===== config.mk =====
export PLATFORM = sky130hd
export DESIGN_NAME = fifo_arbiter
export DESIGN_NICKNAME = d
export VERILOG_FILES = /design/src/rtl/fifo_arbiter.sv
export SDC_FILE = /design/constraint.sdc
export NUM_CORES = 1
export LEC_CHECK = 0
export ABC_AREA = 1
export CORE_ASPECT_RATIO = 1.25
export CORE_MARGIN = 2
export CORE_UTILIZATION = 40
export CTS_CLUSTER_DIAMETER = 60
export DETAILED_ROUTE_END_ITERATION = 8
export PLACE_DENSITY = 0.79
export SETUP_SLACK_MARGIN = 0.02
export SLEW_MARGIN = 20
export SYNTH_ARGS = -nofsm -noshare
export SYNTH_HDL_FRONTEND = slang
export SYNTH_SLANG_ARGS = --single-unit

===== constraint.sdc =====
create_clock -name clk -period 3.95 [get_ports clk]
set_input_delay 1.185 -clock clk [delete_from_list [all_inputs] [get_ports clk]]
set_output_delay 1.185 -clock clk [all_outputs]
set_load 0.005 [all_outputs]

===== src/rtl/fifo_arbiter.sv =====
// Round-robin pop scheduler: drains four source FIFOs into four destination FIFOs.
// Define FIFO_ARB_RR_EN for rotating-pointer grant; otherwise the lowest eligible index wins.
module fifo_arbiter #(
  parameter int DATA_WIDTH = 6,
  parameter int CNT_WIDTH  = 8
) (
  input  logic                  clk,
  input  logic                  reset_L,
  input  logic [3:0]            Fifo_Empty_in,
  input  logic [3:0]            Pausa_in,
  input  logic [DATA_WIDTH-1:0] Data_in0,
  input  logic [DATA_WIDTH-1:0] Data_in1,
  input  logic [DATA_WIDTH-1:0] Data_in2,
  input  logic [DATA_WIDTH-1:0] Data_in3,
  output logic [3:0]            pop_out,
  output logic [3:0]            push_out,
  output logic [DATA_WIDTH-1:0] Data_out,
  output logic [1:0]            State,
  output logic [CNT_WIDTH-1:0]  Word_Count
);

  // state | meaning
  // IDLE  | nothing eligible, no pause with pending data
  // GRANT | a pop was issued this cycle
  // STALL | downstream pause seen while sources hold data
  typedef enum logic [1:0] {
    IDLE  = 2'b00,
    GRANT = 2'b01,
    STALL = 2'b10
  } state_t;

  state_t                state, state_nxt;
  logic                  armed;
  logic                  vld_q;
  logic                  paused;
  logic                  any_busy;
  logic                  any_elig;
  logic [1:0]            src_q;
  logic [1:0]            src_nxt;
  logic [1:0]            gnt_idx;
  logic [3:0]            elig;
  logic [3:0]            pop_nxt;
  logic [DATA_WIDTH-1:0] data_q;
  logic [DATA_WIDTH-1:0] data_sel;

  assign paused   = |Pausa_in;
  assign any_busy = ~&Fifo_Empty_in;
  // pop_out doubles as the re-pop mask: a source's empty flag lags its pop by one cycle
  assign elig     = (armed && !paused) ? (~Fifo_Empty_in & ~pop_out) : 4'b0000;
  assign any_elig = |elig;

`ifdef FIFO_ARB_RR_EN
  logic [1:0] last;
  logic [1:0] rr_idx;

  // walk from last+4 down to last+1 so the nearest index after last is kept
  always_comb begin
    gnt_idx = last;
    rr_idx  = last;
    for (int k = 4; k >= 1; k--) begin
      rr_idx = last + 2'(k);
      if (elig[rr_idx]) gnt_idx = rr_idx;
    end
  end

  always_ff @(posedge clk or negedge reset_L) begin
    if (!reset_L) begin
      last <= 2'd3;
    end else if (any_elig) begin
      last <= gnt_idx;
    end
  end
`else
  always_comb begin
    gnt_idx = 2'd0;
    for (int i = 3; i >= 0; i--) begin
      if (elig[i]) gnt_idx = 2'(i);
    end
  end
`endif

  assign pop_nxt = any_elig ? (4'b0001 << gnt_idx) : 4'b0000;
  assign src_nxt = {pop_out[3] | pop_out[2], pop_out[3] | pop_out[1]};

  always_comb begin
    state_nxt = state;
    case (state)
      IDLE: begin
        if (any_elig) state_nxt = GRANT;
        else if (paused && any_busy) state_nxt = STALL;
      end
      GRANT: begin
        if (paused) state_nxt = STALL;
        else if (!any_elig) state_nxt = IDLE;
      end
      STALL: begin
        if (!paused && any_elig) state_nxt = GRANT;
        else state_nxt = IDLE;
      end
      default: state_nxt = IDLE;
    endcase
  end

  always_comb begin
    case (src_q)
      2'd0:    data_sel = Data_in0;
      2'd1:    data_sel = Data_in1;
      2'd2:    data_sel = Data_in2;
      default: data_sel = Data_in3;
    endcase
  end

  assign Data_out = vld_q ? data_sel : data_q;
  assign push_out = vld_q ? (4'b0001 << data_sel[DATA_WIDTH-1 -: 2]) : 4'b0000;
  assign State    = state;

  always_ff @(posedge clk or negedge reset_L) begin
    if (!reset_L) begin
      state      <= IDLE;
      pop_out    <= 4'b0000;
      armed      <= 1'b0;
      vld_q      <= 1'b0;
      src_q      <= 2'd0;
      data_q     <= '0;
      Word_Count <= '0;
    end else begin
      state   <= state_nxt;
      pop_out <= pop_nxt;
      armed   <= 1'b1;
      vld_q   <= |pop_out;
      src_q   <= src_nxt;
      if (vld_q) begin
        data_q     <= data_sel;
        Word_Count <= Word_Count + CNT_WIDTH'(1);
      end
    end
  end

endmodule


Word level (Yosys, flattened, before mapping)
Index checks and enable logic that the tools add are counted.
{ "classes": {"bitwise_logic": 5, "reduce_logical": 12, "muxes": 15, "add_sub_neg": 1, "shifts": 2, "n_eq_ne": 6} }
{ "op_table": {"columns": ["cell", "count"], "rows": [
  ["$pmux 6 s3", 1],
  ["$mux 2", 8],
  ["$mux 4", 3],
  ["$reduce_or 4->1", 3],
  ["$add 8x1->8 const B", 1],
  ["$not 4->4", 2],
  ["$shl 1x2->4 const A", 2],
  ["$mux 6", 1],
  ["$ne 3x3->1 const B", 2],
  ["$pmux 2 s3", 1],
  ["$and 4x4->4", 1],
  ["$eq 2x1->1 const B", 2],
  ["$eq 2x2->1 const B", 2],
  ["$logic_not 2->1", 2],
  ["$reduce_and 4->1", 1],
  ["$logic_and 1x1->1", 3],
  ["$logic_not 1->1", 2],
  ["$or 1x1->1", 2],
  ["$reduce_and 2->1", 1],
  ["$mux 1", 1]
]} }
{ "word_totals": {"ff_bits": 24, "out_inout_bits": 24, "inputBits": 34, "word_cells": 48} }

Longest topological paths before layout
{ "depth": {"word_depth": 10, "mapped_depth": 8, "ltp_nobuf": 8} }

Least setup slack after synthesis
No wires, ideal clock.
{ "synth_path": {"kind": "input-to-output", "startpoint": "input port Data_in2[4]", "endpoint": "output port Data_out[4]", "arrival_ns": 1.747, "setup_slack_ns": 1.018, "path_stages": 5, "required_ns": 2.765, "path_buffers": 0, "path_cell_list": "o21ai_0 nand3_2 o21ai_2 nand2_2 o21a_1"} }
{ "synth_via": {"elab_chain_cells": 2} }
{ "synth_rtl": {"columns": ["element", "line_no", "source"], "rows": [
  ["from (decl)", "13", "input logic [DATA_WIDTH-1:0] Data_in2,"],
  ["$pmux 6 s3", "105", "case (src_q)"],
  ["$mux 6", null, null],
  ["to (decl)", "17", "output logic [DATA_WIDTH-1:0] Data_out,"]
]} }
No other way between the ends.

Worst setup path after layout
{ "layout_path": {"startpoint": "input port Data_in2[4]", "endpoint": "output port push_out[0]"} }
{ "layout_via": {"elab_chain_cells": 3} }
{ "layout_rtl": {"columns": ["element", "line_no", "source"], "rows": [
  ["$pmux 6 s3", "105", null],
  ["$shl 1x2->4", "114", "assign push_out = vld_q ? (4'b0001 << data_sel[DATA_WIDTH-1 -: 2]) : 4'b0000;"],
  ["$mux 4", "114", null],
  ["to (decl)", "16", "output logic [3:0] push_out,"]
]} }
No other way between the ends.

==> impl_results.md <==
* Drt drc at 0
* Post-synthesis cell count at 144
* Hold_sp: Word_Count[7]
* Ys Warns at 0
* Mapped cell area at 1200 um2
* Post-layout min period at 3.80 ns
* Nets at 239
* Clock skew at 0.0103 ns
* Worst setup path class: in2out
* Max-slew violation count at 0
* Worst Setup SP: Data_in2[4]
* Slowest-stage cell, CP: clkdlybuf4s50_1
* Slowest stage delay, CP at 0.50 ns
* Fill cell count at 257
* Async set-reset flop share out of synthesis at 100%
* Post-synth EDFFs at 0
* Initial Util at 41.6%
* Share of post-route cells with drive strength above 1 at 11.3%
* Gr ovfl total at 0
* Fmax at 263 MHz
* First-pass GRT wire length at 4390 um
* Pin count of the biggest net entering global routing at 25
* Initial antenna violation count at 0
* CP Buf/Inv Count at 2
* Register area at 601 um2
* Relative slew slack at 65.8%
* Seq cells post-synth at 24
* Arrival time at the worst endpoint at 2.62 ns
* Synth top area cells: dfrtp_1 (50%), nand2_1 (13%), nor2_1 (5.0%)
* Vias per cell at 4.68
* DRT Pass-1 Iters at 5
* Synth top area share at 50.0%
* CTS root buf: clkbuf_4
* Outcome: completed
* DR WL/cell at 11.6 um
* Unrepaired setup endpoints after global routing: no
* CP Launch Type: primary input
* Chip width at 53.0 um
* Final hold vios at 0
* H-tree Lvls at 1
* Routed via count at 1118
* Post-synth top area cell: dfrtp_1
* Most common cell in the netlist: nand2_1
* Post-synthesis sequential area ratio at 50.0%
* Setup violators final at 0
* Worst-path clk slew at 0.13 ns
* Iteration-0 DRC Markers at 22
* Die Area at 3460 um2
* Area of the multi-input gates at 543 um2
* TritonCTS clock tree: yes
* Syn nets at 179
* Setup TNS at 0 ns
* Post-layout util at 64.2%
* Vert. Die Dim at 65.3 um
* # hold bufs at CTS at 0
* Power per cell area at 377 nW/um2
* Critical Path RT at 2.76 ns
* Hold Crit Class: reg2reg
* Fin crit share at 96.2%
* DP HPWL at 2180 um
* Setup crit end kind: output pin
* Overall Power at 700 uW
* Synth unique cells at 27
* Design area at 1860 um2
* CTS sink count at 24
* WL final at 2780 um
* CP Cell Sequence: clkdlybuf4s50_1 -> o21ai_2 -> nand3_2 -> o21ai_2 -> nand2_2 -> nor2_1 -> clkdlybuf4s50_1
* Layout Area Growth over Synthesis at 54.5%
* Post-Syn Area per Cell at 8.34 um2
* Worst-Margin Slew at 0.513 ns
* Clk_lat worst skew at 0.31 ns
* GPL Wtd Cong at 0.727
* Post-synth top cells: nand2_1 (41), dfrtp_1 (24), nor2_1 (16)
* Clock buffer depth at 2
* Placed cell area at 1800 um2
* CP top delay family: buffers and inverters
* Total GRT Usage at 16.5%
* Vias in the first global route at 1108
* CTS Buf Count at 3
* Core area at 2890 um2
* Row count at 22
* Max IR drop VDD at 0.000290 V
* Routed Antenna Nets at 0
* # diodes at 0
* Port Buffers at 57
* Crit path max fanout at 3
* Post-synth top flop: dfrtp_1
* Leakage dissipation at 0.000872 uW
* Max-cap viol count at 0
* Top Ports at 58
* Reg-to-reg startpoint: src_q[1]
[stage by stage]
stage | instances | setup WS (ns) | hold slack (ns)
2_1_floorplan | 144 | 1.02 | 0.466
3_3_place_gp | 235 | 0.106 | 0.464
3_5_place_dp | 235 | 0.0562 | 0.473
4_1_cts | 239 | 0.0453 | 0.494
5_1_grt | 239 | 0.0285 | 0.518
6_report | 239 | 0.148 | 0.491
[flip-flops by register name, indices dropped and copies added (netlist names)]
name,cells
data_q,6
pop_out,4
armed,1
src_q,2
State,2
vld_q,1
Word_Count,8
[worst reg2reg max path: stages, from the launching register on]
cell and delay [ns]:
dfrtp_1 0.50, nor2_2 0.28, nand2_1 0.11, nand3_2 0.09
o21ai_2 0.08, nand2_2 0.08, o21a_1 0.14
[final timing paths]
path                                  to  slack, ns  depth (start not counted)
min in group asynchronous  Word_Count[4]       0.81                          1
setup reg to reg               data_q[4]       2.63                          6
hold reg to reg            Word_Count[7]       0.49                          1
hold / removal             Word_Count[7]       0.49                          1
setup / recovery             push_out[0]       0.15                          7
max in group asynchronous     pop_out[2]       2.78                          1
[placed cells by master (no fill, tap or decap), drive strengths merged]
cell type,count
nor2,21
clkbuf,3
or3,1
o21ai,10
bufinv,1
clkdlybuf4s50,56
buf,1
ha,1
nor3,1
dfrtp,24
nand3,9
o21a,1
xnor2,3
nand2,43
xor2,4
clkinv,1
or2,2
conb,1
inv,12
nand4,4
a21oi,4
[layout make-up]
class / instances / area share [%]
flip-flops and latches: 24 / 32.4
repair buffers: 57 / 30.5
multi-input cells: 105 / 29.3
inverters: 13 / 2.63
well taps: 36 / 2.43
clock inverters: 1 / 1.62
clock buffers: 3 / 1.21
[routing by layer]
layer  GRT usage, %  up-vias  part of all wire, %  wire, um
met1           18.7      493                   39      1090
met2           29.5       52                   48      1330
li1               -      571                    -         -
met5              0        -                    0         0
met4           4.81        0                 0.72        20
met3           4.55        2                   12       345
[kinds of logic (layout without fill, tap and decap cells)]
| logic type | after synthesis | after routing | share of synthesized area [%] |
|---|---|---|---|
| AO/OA/AOI/OAI | 15 | 15 | 7.08 |
| XOR/XNOR | 7 | 7 | 5.10 |
| adder cells (fa/ha/maj) | 1 | 1 | 1.04 |
| buffers and inverters | 15 | 74 | 5.10 |
| flip-flops | 24 | 24 | 50.0 |
| other | 1 | 1 | 0.312 |
| AND/OR/NAND/NOR | 81 | 81 | 31.4 |
[power breakdown]
| part | internal (uW) | switching [uW] | total (uW) | leakage, uW |
|---|---|---|---|---|
| sequential | 287 | 32.0 | 319 | 0.000314 |
| combinational | 130 | 75.6 | 206 | 0.000530 |
| clock | 103 | 72.2 | 175 | 0.0000279 |
[what timing repair did]
item	in CTS	in global routing
resized for setup	0	3
endpoints found under the setup margin	0	5
setup buffers	0	0
(Power assumes the default switching activity.)
